## src/rtl/rv_pkg.sv

```systemverilog
// Shared types and constants for the RV32I multi-cycle control path.
package rv_pkg;

  typedef enum logic [2:0] {
    FETCH   = 3'd0,
    DECODE  = 3'd1,
    EXECUTE = 3'd2,
    MEM     = 3'd3,
    WB      = 3'd4,
    FAULT   = 3'd5
  } state_t;

  // opcode[6:2]; opcode[1:0] is always 2'b11 for 32-bit encodings
  localparam logic [4:0] OP_LUI    = 5'b01101;
  localparam logic [4:0] OP_AUIPC  = 5'b00101;
  localparam logic [4:0] OP_JAL    = 5'b11011;
  localparam logic [4:0] OP_JALR   = 5'b11001;
  localparam logic [4:0] OP_BRANCH = 5'b11000;
  localparam logic [4:0] OP_LOAD   = 5'b00000;
  localparam logic [4:0] OP_STORE  = 5'b01000;
  localparam logic [4:0] OP_IMM    = 5'b00100;
  localparam logic [4:0] OP_REG    = 5'b01100;
  localparam logic [4:0] OP_FENCE  = 5'b00011;

  typedef enum logic [1:0] {
    PC_PLUS4 = 2'b00,
    PC_IMM   = 2'b01,
    PC_ALU   = 2'b10
  } pc_sel_t;

  typedef enum logic [1:0] {
    CAUSE_NONE    = 2'b00,
    CAUSE_ILLEGAL = 2'b01,
    CAUSE_TIMEOUT = 2'b10
  } fault_cause_t;

  function automatic logic is_legal_op(input logic [6:0] op);
    logic legal;
    legal = 1'b0;
    if (op[1:0] == 2'b11) begin
      case (op[6:2])
        OP_LUI, OP_AUIPC, OP_JAL, OP_JALR, OP_BRANCH,
        OP_LOAD, OP_STORE, OP_IMM, OP_REG, OP_FENCE: legal = 1'b1;
        default: legal = 1'b0;
      endcase
    end
    return legal;
  endfunction

endpackage

```

## src/rtl/mem_watchdog.sv

```systemverilog
// Counts wait cycles of an outstanding memory request and flags expiry
// on the last permitted cycle unless ready arrives in that same cycle.
module mem_watchdog
  import rv_pkg::*;
#(
  parameter int MEM_TIMEOUT = 16
) (
  input  logic i_clk,
  input  logic i_rst,
  input  logic i_clear,
  input  logic i_enable,
  input  logic i_ready,
  output logic o_expire
);

  localparam int TW = (MEM_TIMEOUT > 1) ? $clog2(MEM_TIMEOUT) : 1;
  localparam logic [TW-1:0] LAST = TW'(MEM_TIMEOUT - 1);

  logic [TW-1:0] timer;

  always_ff @(posedge i_clk or posedge i_rst) begin
    if (i_rst) begin
      timer <= '0;
    end else if (i_clear) begin
      timer <= '0;
    end else if (i_enable && !i_ready) begin
      timer <= timer + 1'b1;
    end
  end

  assign o_expire = i_enable && !i_ready && (timer == LAST);

endmodule

```

## src/rtl/core_sequencer.sv

```systemverilog
// Multi-cycle RV32I sequencer: owns the shared memory port and the
// datapath enables, with a request watchdog and a sticky fault state.
//
// state   | meaning
// FETCH   | instruction read on the memory port, IR captured on ready
// DECODE  | operands read, opcode legality checked
// EXECUTE | ALU operates; picks MEM for loads/stores, else WB
// MEM     | data access on the memory port, MDR captured on ready for loads
// WB      | register write, PC update, retire count
// FAULT   | absorbing until reset; cause held
module core_sequencer
  import rv_pkg::*;
#(
  parameter int MEM_TIMEOUT = 16,
  parameter int COUNT_W     = 32
) (
  input  logic               i_clk,
  input  logic               i_rst,
  input  logic [6:0]         i_opcode,
  input  logic               i_rwrite,
  input  logic               i_mwrite,
  input  logic               i_load,
  input  logic               i_taken,
  input  logic               i_mem_ready,
  output logic               o_mem_req,
  output logic               o_mem_we,
  output logic               o_addr_sel,
  output logic               o_ir_we,
  output logic               o_mdr_we,
  output logic               o_rf_we,
  output logic               o_pc_we,
  output logic [1:0]         o_pc_sel,
  output logic [COUNT_W-1:0] o_retired,
  output logic               o_fault,
  output logic [1:0]         o_fault_cause
);

  state_t       state, state_nxt;
  fault_cause_t cause, cause_nxt;
  logic         cause_load;
  logic         in_mem_phase;
  logic         expire;

  logic mem_req, mem_we, addr_sel, ir_we, mdr_we, rf_we, pc_we;
  pc_sel_t pc_sel;

  assign in_mem_phase = (state == FETCH) || (state == MEM);

  mem_watchdog #(.MEM_TIMEOUT(MEM_TIMEOUT)) u_watchdog (
    .i_clk    (i_clk),
    .i_rst    (i_rst),
    .i_clear  (!in_mem_phase),
    .i_enable (in_mem_phase),
    .i_ready  (i_mem_ready),
    .o_expire (expire)
  );

  always_ff @(posedge i_clk or posedge i_rst) begin
    if (i_rst) begin
      state     <= FETCH;
      cause     <= CAUSE_NONE;
      o_retired <= '0;
    end else begin
      state <= state_nxt;
      if (cause_load) begin
        cause <= cause_nxt;
      end
      if (state == WB) begin
        o_retired <= o_retired + COUNT_W'(1);
      end
    end
  end

  always_comb begin
    state_nxt  = state;
    cause_nxt  = CAUSE_NONE;
    cause_load = 1'b0;
    mem_req    = 1'b0;
    mem_we     = 1'b0;
    addr_sel   = 1'b0;
    ir_we      = 1'b0;
    mdr_we     = 1'b0;
    rf_we      = 1'b0;
    pc_we      = 1'b0;
    pc_sel     = PC_PLUS4;
    case (state)
      FETCH: begin
        mem_req = 1'b1;
        if (i_mem_ready) begin
          ir_we     = 1'b1;
          state_nxt = DECODE;
        end else if (expire) begin
          state_nxt  = FAULT;
          cause_nxt  = CAUSE_TIMEOUT;
          cause_load = 1'b1;
        end
      end
      DECODE: begin
        if (is_legal_op(i_opcode)) begin
          state_nxt = EXECUTE;
        end else begin
          state_nxt  = FAULT;
          cause_nxt  = CAUSE_ILLEGAL;
          cause_load = 1'b1;
        end
      end
      EXECUTE: begin
        state_nxt = (i_load || i_mwrite) ? MEM : WB;
      end
      MEM: begin
        mem_req  = 1'b1;
        addr_sel = 1'b1;
        mem_we   = i_mwrite;
        if (i_mem_ready) begin
          mdr_we    = i_load;
          state_nxt = WB;
        end else if (expire) begin
          state_nxt  = FAULT;
          cause_nxt  = CAUSE_TIMEOUT;
          cause_load = 1'b1;
        end
      end
      WB: begin
        rf_we = i_rwrite;
        pc_we = 1'b1;
        if (i_opcode[6:2] == OP_JAL ||
            (i_opcode[6:2] == OP_BRANCH && i_taken)) begin
          pc_sel = PC_IMM;
        end else if (i_opcode[6:2] == OP_JALR) begin
          pc_sel = PC_ALU;
        end
        state_nxt = FETCH;
      end
      FAULT: begin
        state_nxt = FAULT;
      end
      default: begin
        state_nxt = FAULT;
      end
    endcase
  end

  // Reset forces FETCH, so the port would otherwise request during reset.
  assign o_mem_req     = mem_req  && !i_rst;
  assign o_mem_we      = mem_we   && !i_rst;
  assign o_addr_sel    = addr_sel && !i_rst;
  assign o_ir_we       = ir_we    && !i_rst;
  assign o_mdr_we      = mdr_we   && !i_rst;
  assign o_rf_we       = rf_we    && !i_rst;
  assign o_pc_we       = pc_we    && !i_rst;
  assign o_pc_sel      = pc_sel;
  assign o_fault       = (state == FAULT);
  assign o_fault_cause = cause;

endmodule

```

## config.mk

```make
export PLATFORM = sky130hd
export DESIGN_NAME = core_sequencer
export DESIGN_NICKNAME = d
export VERILOG_FILES = /design/src/rtl/rv_pkg.sv /design/src/rtl/mem_watchdog.sv /design/src/rtl/core_sequencer.sv
export SDC_FILE = /design/constraint.sdc
export NUM_CORES = 1
export LEC_CHECK = 0
export CAP_MARGIN = 20
export CORE_MARGIN = 2
export CORE_UTILIZATION = 48
export CTS_CLUSTER_SIZE = 16
export DETAILED_ROUTE_END_ITERATION = 8
export PLACE_DENSITY = 0.8
export SLEW_MARGIN = 5
export SYNTH_ARGS = -nofsm -noshare
export SYNTH_HDL_FRONTEND = slang
export SYNTH_SLANG_ARGS = --single-unit
```

## constraint.sdc

```tcl
create_clock -name i_clk -period 2 [get_ports i_clk]
set_input_delay 0.2 -clock i_clk [delete_from_list [all_inputs] [get_ports i_clk]]
set_output_delay 0.2 -clock i_clk [all_outputs]
set_load 0.01 [all_outputs]
```

### After elaboration in Yosys (flattened, before gate mapping)

Memories as Yosys holds them, arrays and structs flattened.
Cells that the tools add are included.

| storage, ports and cells | value |
|---|---|
| bits in registers | 41 |
| memory bits (read-only) | 32 |
| output and inout port bits | 44 |
| word-level logic and storage cells | 65 |
| memories kept | 1 |

| cells by class | value |
|---|---|
| $add $sub $neg | 2 |
| eq/ne operators | 11 |
| multiplexer cells | 30 |
| reduce and logical (&&, ||, !) cells | 17 |

Memory list:

| memory | depth | width | read ports | clocked after memory_dff | wr ports | RTL line | RTL |
|---|---|---|---|---|---|---|---|
| (name not given) | 32 | 1 | 1 | 0 | 0 | rv_pkg.sv:41 | `case (op[6:2])` |

Operator list:

| cell | count |
|---|---|
| 32-bit by 1-bit adder with 32-bit output, second input constant | 1 |
| 5-bit equality test, second input constant | 3 |
| 1-bit 2-to-1 mux | 15 |
| 3-bit 2-to-1 mux | 5 |
| 3-bit one-hot mux with 5 select lines | 1 |
| 1-bit logical AND | 10 |
| 2-bit 2-to-1 mux | 5 |
| 4-bit 2-to-1 mux | 2 |
| 3-bit by 2-bit equality test with 1-bit output, second input constant | 2 |
| 3-bit equality test, second input constant | 2 |
| 4-bit by 1-bit adder with 4-bit output, second input constant | 1 |
| 4-bit equality test, second input constant | 1 |
| 2-bit one-hot mux with 2 select lines | 1 |
| 3-bit by 1-bit equality test with 1-bit output, second input constant | 1 |
| 3-bit zero test | 1 |
| 1-bit logical OR | 3 |
| 2-bit equality test, second input constant | 1 |
| 1-bit zero test | 2 |
| 2-bit inequality test, second input constant | 1 |
| 1-bit one-hot mux with 2 select lines | 1 |
| 2-bit OR reduction | 1 |

### Logic depth before layout (Yosys ltp)

Gate-level depths: netlist of the first run.

| depth | value |
|---|---|
| depth in word-level cells | 7 |
| depth in mapped cells | 7 |

### Modules after synthesis

From an unflattened synthesis of the first run, not the netlist that was laid out.

| second synthesis, totals | value |
|---|---|
| cells, all modules | 217 |
| area, all modules | 2220.9 um2 |

Modules (own cells, without submodules):

| module | instances | cells an instance | area an instance (um2) | sequential area each (um2) |
|---|---|---|---|---|
| core_sequencer | 1 | 198 | 2006.9 | 925.9 |
| mem_watchdog | 1 | 19 | 214.0 | 100.1 |

### Least setup slack after synthesis of the first run

No wires, ideal clock.

| timing | value |
|---|---|
| path type | input to register |
| start point | in i_opcode[2] |
| end point | reg cause[1], in the netlist o_fault_cause[1] |
| setup time | 119 ps |
| arrival time | 1663 ps |
| slack | 219 ps |
| stages | 7 |
| buffers on the path | 0 |
| path through | inv_1 -> ha_1 -> and2_1 -> o311ai_1 -> a21oi_1 -> or4b_2 -> o21a_1 |

| on the way | value |
|---|---|
| cells in the longest elaborated chain, start to end | 5 |

RTL lines:

| what | RTL line | RTL |
|---|---|---|
| start: declaration | core_sequencer.sv:19 | `input logic [6:0] i_opcode,` |
| memory 32 x 1 bit | n/a |  |
| 1-bit 2-to-1 mux | rv_pkg.sv:40 | `if (op[1:0] == 2'b11) begin` |
| 1-bit 2-to-1 mux | core_sequencer.sv:86 | `case (state)` |
| 1-bit 2-to-1 mux | core_sequencer.sv:99 | `if (is_legal_op(i_opcode)) begin` |
| 1-bit one-hot mux with 2 select lines | core_sequencer.sv:86 |  |
| end signal: assignment | core_sequencer.sv:66 | `cause <= cause_nxt;` |
| end: declaration | core_sequencer.sv:39 | `fault_cause_t cause, cause_nxt;` |

No other way between the ends. The select of a mux whose other input is x is not followed.
A chain may end at the register's enable or synchronous reset.

### Worst setup path after layout of the first run

| timing | value |
|---|---|
| start point | reg state[1] |
| end point | out o_fault |

| on the way | value |
|---|---|
| cells in the longest elaborated chain, start to end | 1 |

RTL lines:

| what | RTL line | RTL |
|---|---|---|
| start: declaration | core_sequencer.sv:38 | `state_t state, state_nxt;` |
| start signal: assignment | core_sequencer.sv:64 | `state <= state_nxt;` |
| 3-bit equality test | core_sequencer.sv:152 | `assign o_fault = (state == FAULT);` |
| end: declaration | core_sequencer.sv:34 | `output logic o_fault,` |

No other way between the ends.

==> qor.yml, run 1 <==
timing_hold_violations_final: 0
dr.first_iter.drc_count: 37
ys_seq_elements: 41
yosysUniqueCellTypes: 43
run_status: "completed"
core-area_um2: 4290
ioPinCount: 58
synth_async_sr_flop_share_pct: 100
ir_worst_vdd_mv: 0.249
wire_per_inst_um: 13.5
fin_total_pwr_w: 0.00144
worstSetupPathType: "flip-flop to output port"
synth_top_flop_cell: "sky130_fd_sc_hd__dfrtp_1"
netlist_top_cells_area: "sky130_fd_sc_hd__dfrtp_1 (49%), sky130_fd_sc_hd__xnor2_1 (9.6%), sky130_fd_sc_hd__xor2_1 (4.6%), sky130_fd_sc_hd__ha_1 (3.6%), sky130_fd_sc_hd__nand3_1 (3.3%)"
worst_slack_ps: 53.3
worstMarginPinSlew_ps: 517
maxSlewViolCount: 0
vias: 1674
number_of_global_route_vias_before_repair: 1634
worstPathMaxFanout: 4
r2r_end: "o_retired[17]"
hold_path_depth: 1
start_kind: "flip-flop"
clock_tree.htree_level_count: 2
final_min_period_over_clock_period_pct: 97.3
clock_tree_from_tritoncts: "built"
grt_setup_unrepaired: "no"
synth_common_cells: "sky130_fd_sc_hd__dfrtp_1 (41), sky130_fd_sc_hd__xnor2_1 (23), sky130_fd_sc_hd__nor2_1 (17)"
cts_buffer_depth: 2
synth.most_common_cell: "sky130_fd_sc_hd__dfrtp_1"
drcViolationCount: 0
detailedRoute.firstPassIterationCount: 4
die_height_um: 70.2
worstRegToRegCells: 6
final_net_count: 293
worst-endpoint-required_ps: 1800
worst_clock_skew_ps: 5.33
max-slew-margin-rel_pct: 65.6
placer_s_final_routability_congestion_estimate: 0.807
layout_overhead_on_the_synthesized_area_pct: 39.9
insertion_delay_of_the_later_clocked_pin_in_the_worst_skew_pair_ps: 290
path_clk_slew_ps: 70
synthesized_netlist_cell_count: 199
grt_util_all_layers_pct: 19.2
place_area_um2: 2800
worst_hold_path.endpoint: "o_retired[31]"
cellLeakagePower_nw: 1.38
wire_length_of_the_first_global_routing_pass_um: 7550
netlist_area_um2: 2100
synth_seq_area_share_pct: 48.8
antenna_cells_inserted: 0
drive_above_1_share_pct: 13.2
finalSetupViolCount: 0
fin_area_um2: 2940
place.detailed.hpwl_um: 3310
reg2reg_from: "state[1]"
crit_path_end_kind: "output port"
drt_wl_total_um: 4400
nFillCells: 330
synthDominantCellAreaShare_pct: 48.8
ant_nets: 0
holdBufCountCts: 0
numPortBuffers: 57
cts_buf_count: 5
max_cap_viol_count: 0
die-area_um2: 4930
holdCritPathClass: "flip-flop to flip-flop"
number_of_antenna_violations_at_the_first_check_in_global_routing: 0
num_rows: 24
dp_worst_setup_slack_ps: -380
critPathArrivalTime_ps: 1750
synth_top_area_cell: "sky130_fd_sc_hd__dfrtp_1"
grt_overflow_total: 0
start_util_pct: 49.0
clock-root-buffer: "sky130_fd_sc_hd__clkbuf_8"
num_clock_sinks: 41
post-route-min-period_ps: 1950
synth.net_count: 219
min_from: "o_retired[31]"
post_drt_via_cell_ratio: 5.15
chipWidth_um: 70.2
achievable-frequency_mhz: 514
pwr_density_cell_nw_per_um2: 489
postSynthAreaPerCell_um2: 10.6
grt_start_max_net_pins: 42
ys.warnings.count: 0
worst_case_register_to_register_setup_slack_ps: 160
count_of_flip_flops_with_a_built_in_enable_after_synthesis: 0
state kept, by name (all words and copies together) (netlist names):
signal	count
state	3
u_watchdog.timer	4
o_fault_cause	2
o_retired	32
timing repair:
| action | 4_1_cts | 5_1_grt |
|---|---|---|
| gates resized for setup | 12 | 6 |
| endpoints found under the setup margin | 11 | 5 |
| pin swaps | 0 | 1 |
| buffers inserted | 2 | 0 |
metal layers:
layer	track usage, %	share of wire (%)	vias up
met1	24.1	43	807
met2	33.0	52	35
li1	-	-	826
met3	5.48	4.4	6
met5	0	0	-
met4	4.49	1.0	0
how the worst max path moves through the flow:
stage                     slack [ps]          endpoint        start
after CTS                         30           o_ir_we     state[2]
after global routing               4  o_fault_cause[1]  i_opcode[2]
final                             50           o_fault     state[1]
after global placement          -350  o_fault_cause[1]  i_opcode[2]
after detailed placement        -380  o_fault_cause[1]  i_opcode[2]
after floorplan                  220  o_fault_cause[1]  i_opcode[2]
worst max-delay path: stages, from the launching register on:
cell	delay, ps
sky130_fd_sc_hd__dfrtp_1	400
sky130_fd_sc_hd__buf_4	150
sky130_fd_sc_hd__inv_1	100
sky130_fd_sc_hd__buf_4	140
sky130_fd_sc_hd__and3_1	140
sky130_fd_sc_hd__clkdlybuf4s50_1	530
report_power, final:
group | internal, W | switching (W) | leakage (nW)
combinational | 0.0000386 | 0.0000391 | 0.773
clock | 0.000274 | 0.000260 | 0.0443
sequential | 0.000829 | 0 | 0.562
stage by stage:
| stage | cells | utilization, % | hold WS (ps) | setup TNS (ps) |
|---|---|---|---|---|
| 2_1_floorplan | 199 | - | 436 | 0 |
| 3_3_place_gp | 316 | 65.3 | 456 | -1320 |
| 3_5_place_dp | 316 | 65.3 | 478 | -1480 |
| 4_1_cts | 325 | 68.0 | 489 | 0 |
| 5_1_grt | 325 | 68.6 | 505 | 0 |
| 6_report | 325 | 68.6 | 481 | 0 |
cells in the final DEF, fill, tap and decap left out, drive strengths merged, types with 5 or more instances in the layout:
cell type,instances
nand2,16
clkdlybuf4s50,49
dfrtp,41
buf,15
and3,10
nand4,7
nor2,19
dlygate4sd2,5
and2,5
ha,6
nand3,14
clkbuf,7
inv,8
xor2,12
xnor2,23
kinds of logic after synthesis:
logic type | synth area share (%)
buffers and inverters | 3.09
xor gates and xnor gates | 14.9
AOI/OAI and AO/OA | 3.39
adders and majority gates | 3.57
muxes | 0.476
DFF | 48.8
and+or+nand+nor | 25.8
cell type report:
| cell class | instances | area [µm²] | area share (%) |
|---|---|---|---|
| Multi-Input combinational cell | 145 | 1060 | 35.9 |
| Sequential cell | 41 | 1030 | 34.9 |
| Timing Repair Buffer | 72 | 679 | 23.1 |
| Clock buffer | 7 | 86.3 | 2.93 |
| Tap cell | 52 | 65.1 | 2.21 |
| Inverter | 8 | 30.0 | 1.02 |
No activity file was read; power rests on OpenSTA's default activity.
==> run 2: changes to the inputs <==
--- a/config.mk
+++ b/config.mk
@@ -15,3 +15,4 @@
 export SYNTH_ARGS = -nofsm -noshare
 export SYNTH_HDL_FRONTEND = slang
 export SYNTH_SLANG_ARGS = --single-unit
+export TNS_END_PERCENT = 50
==> qor.yml, run 2 (synthesized netlist as in run 1, its figures left out) <==
pwr_density_cell_nw_per_um2: 490  # +0.20%
start_util_pct: 49.0  # unchanged
antenna_cells_inserted: 0  # unchanged
chipWidth_um: 70.2  # unchanged
worstMarginPinSlew_ps: 517  # +0.0111 ps
post_drt_via_cell_ratio: 5.13  # -0.48%
layout.cells.non_filler: 325  # unchanged
timing_hold_violations_final: 0  # unchanged
worstSetupPathType: "flip-flop to output port"
clock-root-buffer: "sky130_fd_sc_hd__clkbuf_8"
final_min_period_over_clock_period_pct: 97.3  # about the same
grt_setup_unrepaired: "yes"
ant_nets: 0  # unchanged
layout.cells.most_common: "sky130_fd_sc_hd__clkdlybuf4s50_1"
worst_slack_ps: 53.6  # +0.338 ps
number_of_antenna_violations_at_the_first_check_in_global_routing: 0  # unchanged
place.detailed.hpwl_um: 3310  # unchanged
finalSetupViolCount: 0  # unchanged
grt_util_all_layers_pct: 19.2  # unchanged
placer_s_final_routability_congestion_estimate: 0.807  # unchanged
largestRegisters: "o_retired (32), u_watchdog.timer (4), state (3)"
num_clock_sinks: 41  # unchanged
clock_tree.htree_level_count: 2  # unchanged
worst-endpoint-required_ps: 1800  # about the same
grt_start_max_net_pins: 42  # unchanged
holdCritPathClass: "flip-flop to flip-flop"
crit_path_end_kind: "output port"
dp_worst_setup_slack_ps: -380  # unchanged
cts_buffer_depth: 2  # unchanged
numPlacedInstances: 316  # unchanged
hold_path_depth: 1  # unchanged
detailedRoute.firstPassIterationCount: 4  # unchanged
registers.top_by_ff_count: "o_retired"
dr.first_iter.drc_count: 37  # unchanged
path_clk_slew_ps: 70  # about the same
insertion_delay_of_the_later_clocked_pin_in_the_worst_skew_pair_ps: 290  # about the same
wire_length_of_the_first_global_routing_pass_um: 7550  # unchanged
worstRegToRegCells: 6  # unchanged
setup_tns_ps: 0  # unchanged
max_cap_viol_count: 0  # unchanged
die-area_um2: 4930  # unchanged
ioPinCount: 58  # unchanged
layout_overhead_on_the_synthesized_area_pct: 39.5
fin_total_pwr_w: 0.00144  # about the same
cts_buf_count: 5  # unchanged
cellLeakagePower_nw: 1.38  # +0.26%
grt_overflow_total: 0  # unchanged
critPathArrivalTime_ps: 1750  # about the same
worst_clock_skew_ps: 5.45  # +0.126 ps
achievable-frequency_mhz: 514  # about the same
core-area_um2: 4290  # unchanged
largest_reg_flops: 32  # unchanged
ir_worst_vdd_mv: 0.249  # about the same
number_of_global_route_vias_before_repair: 1634  # unchanged
drcViolationCount: 0  # unchanged
run_status: "completed"
clock_tree_from_tritoncts: "built"
drive_above_1_share_pct: 12.8  # -0.37 points
die_height_um: 70.2  # unchanged
start_kind: "flip-flop"
final_net_count: 293  # unchanged
mostFrequentLayoutCells: "sky130_fd_sc_hd__clkdlybuf4s50_1 (49), sky130_fd_sc_hd__dfrtp_1 (40), sky130_fd_sc_hd__xnor2_1 (23)"
num_rows: 24  # unchanged
max-slew-margin-rel_pct: 65.6  # about the same
utilization_pct: 68.4  # -0.17 points
worstPathMaxFanout: 4  # unchanged
drt_wl_total_um: 4390  # -0.18%
maxSlewViolCount: 0  # unchanged
holdBufCountCts: 0  # unchanged
vias: 1666  # -0.48%
numPortBuffers: 57  # unchanged
post-route-min-period_ps: 1950  # -0.338 ps
wire_per_inst_um: 13.5  # -0.18%
## run 2: cell types whose count changed in the layout (fill, tap and decap cells not counted)
| cell | change |
|---|---|
| sky130_fd_sc_hd__clkdlybuf4s15_1 | -1 |
| sky130_fd_sc_hd__dlygate4sd2_1 | +1 |
| sky130_fd_sc_hd__nor4_1 | +1 |
| sky130_fd_sc_hd__nor4_2 | -1 |
## run 2: path summary, 6_finish.rpt
path                               startpoint                   to  slack (ps)
worst max-delay path                 state[1]              o_fault          50
worst min-delay path            o_retired[31]        o_retired[31]         480
worst max register to register       state[1]        o_retired[17]         170
worst min register to register  o_retired[31]        o_retired[31]         480
max in group asynchronous               i_rst             state[2]        1020
min in group asynchronous               i_rst  u_watchdog.timer[1]         590
## run 2: layout make-up
type / instances / area (µm²)
sequential: 41 / 1030
multi-input combinational: 145 / 1050
inverter: 8 / 30.0
timing repair buffer: 72 / 678
fill: 330 / 1360
clock buffer: 7 / 86.3
tap: 52 / 65.1
## run 2: timing repair
item,in CTS,in global routing
resized for setup,12,4
pin swaps,0,1
endpoints found under the setup margin,11,5
setup buffers,2,0
## run 2: stage by stage
stage	hold WS [ps]	area, µm²
finish	481	2940
global route	505	2940
CTS	489	2920
detailed placement	478	2800
global placement	456	2800
floorplan	436	2100
## run 2: report_power, final
part	internal, W	switching, W
sequential	0.000829	0
clock	0.000274	0.000260
combinational	0.0000386	0.0000384
total	0.00114	0.000298
## run 2: metal layers
| layer | track usage, % | part of all wire [%] | wire length (µm) | vias up |
|---|---|---|---|---|
| li1 | - | - | - | 825 |
| met2 | 33.0 | 52 | 2270 | 33 |
| met1 | 24.1 | 43 | 1900 | 802 |
| met5 | 0 | 0 | 0 | - |
| met3 | 5.48 | 4.2 | 184 | 6 |
| met4 | 4.49 | 1.0 | 44 | 0 |
## run 2: critical path: stages (launching register included)
cell and delay (ps):
sky130_fd_sc_hd__dfrtp_1 400, sky130_fd_sc_hd__buf_4 150, sky130_fd_sc_hd__inv_1 100, sky130_fd_sc_hd__buf_4 140
sky130_fd_sc_hd__and3_1 140, sky130_fd_sc_hd__clkdlybuf4s50_1 530
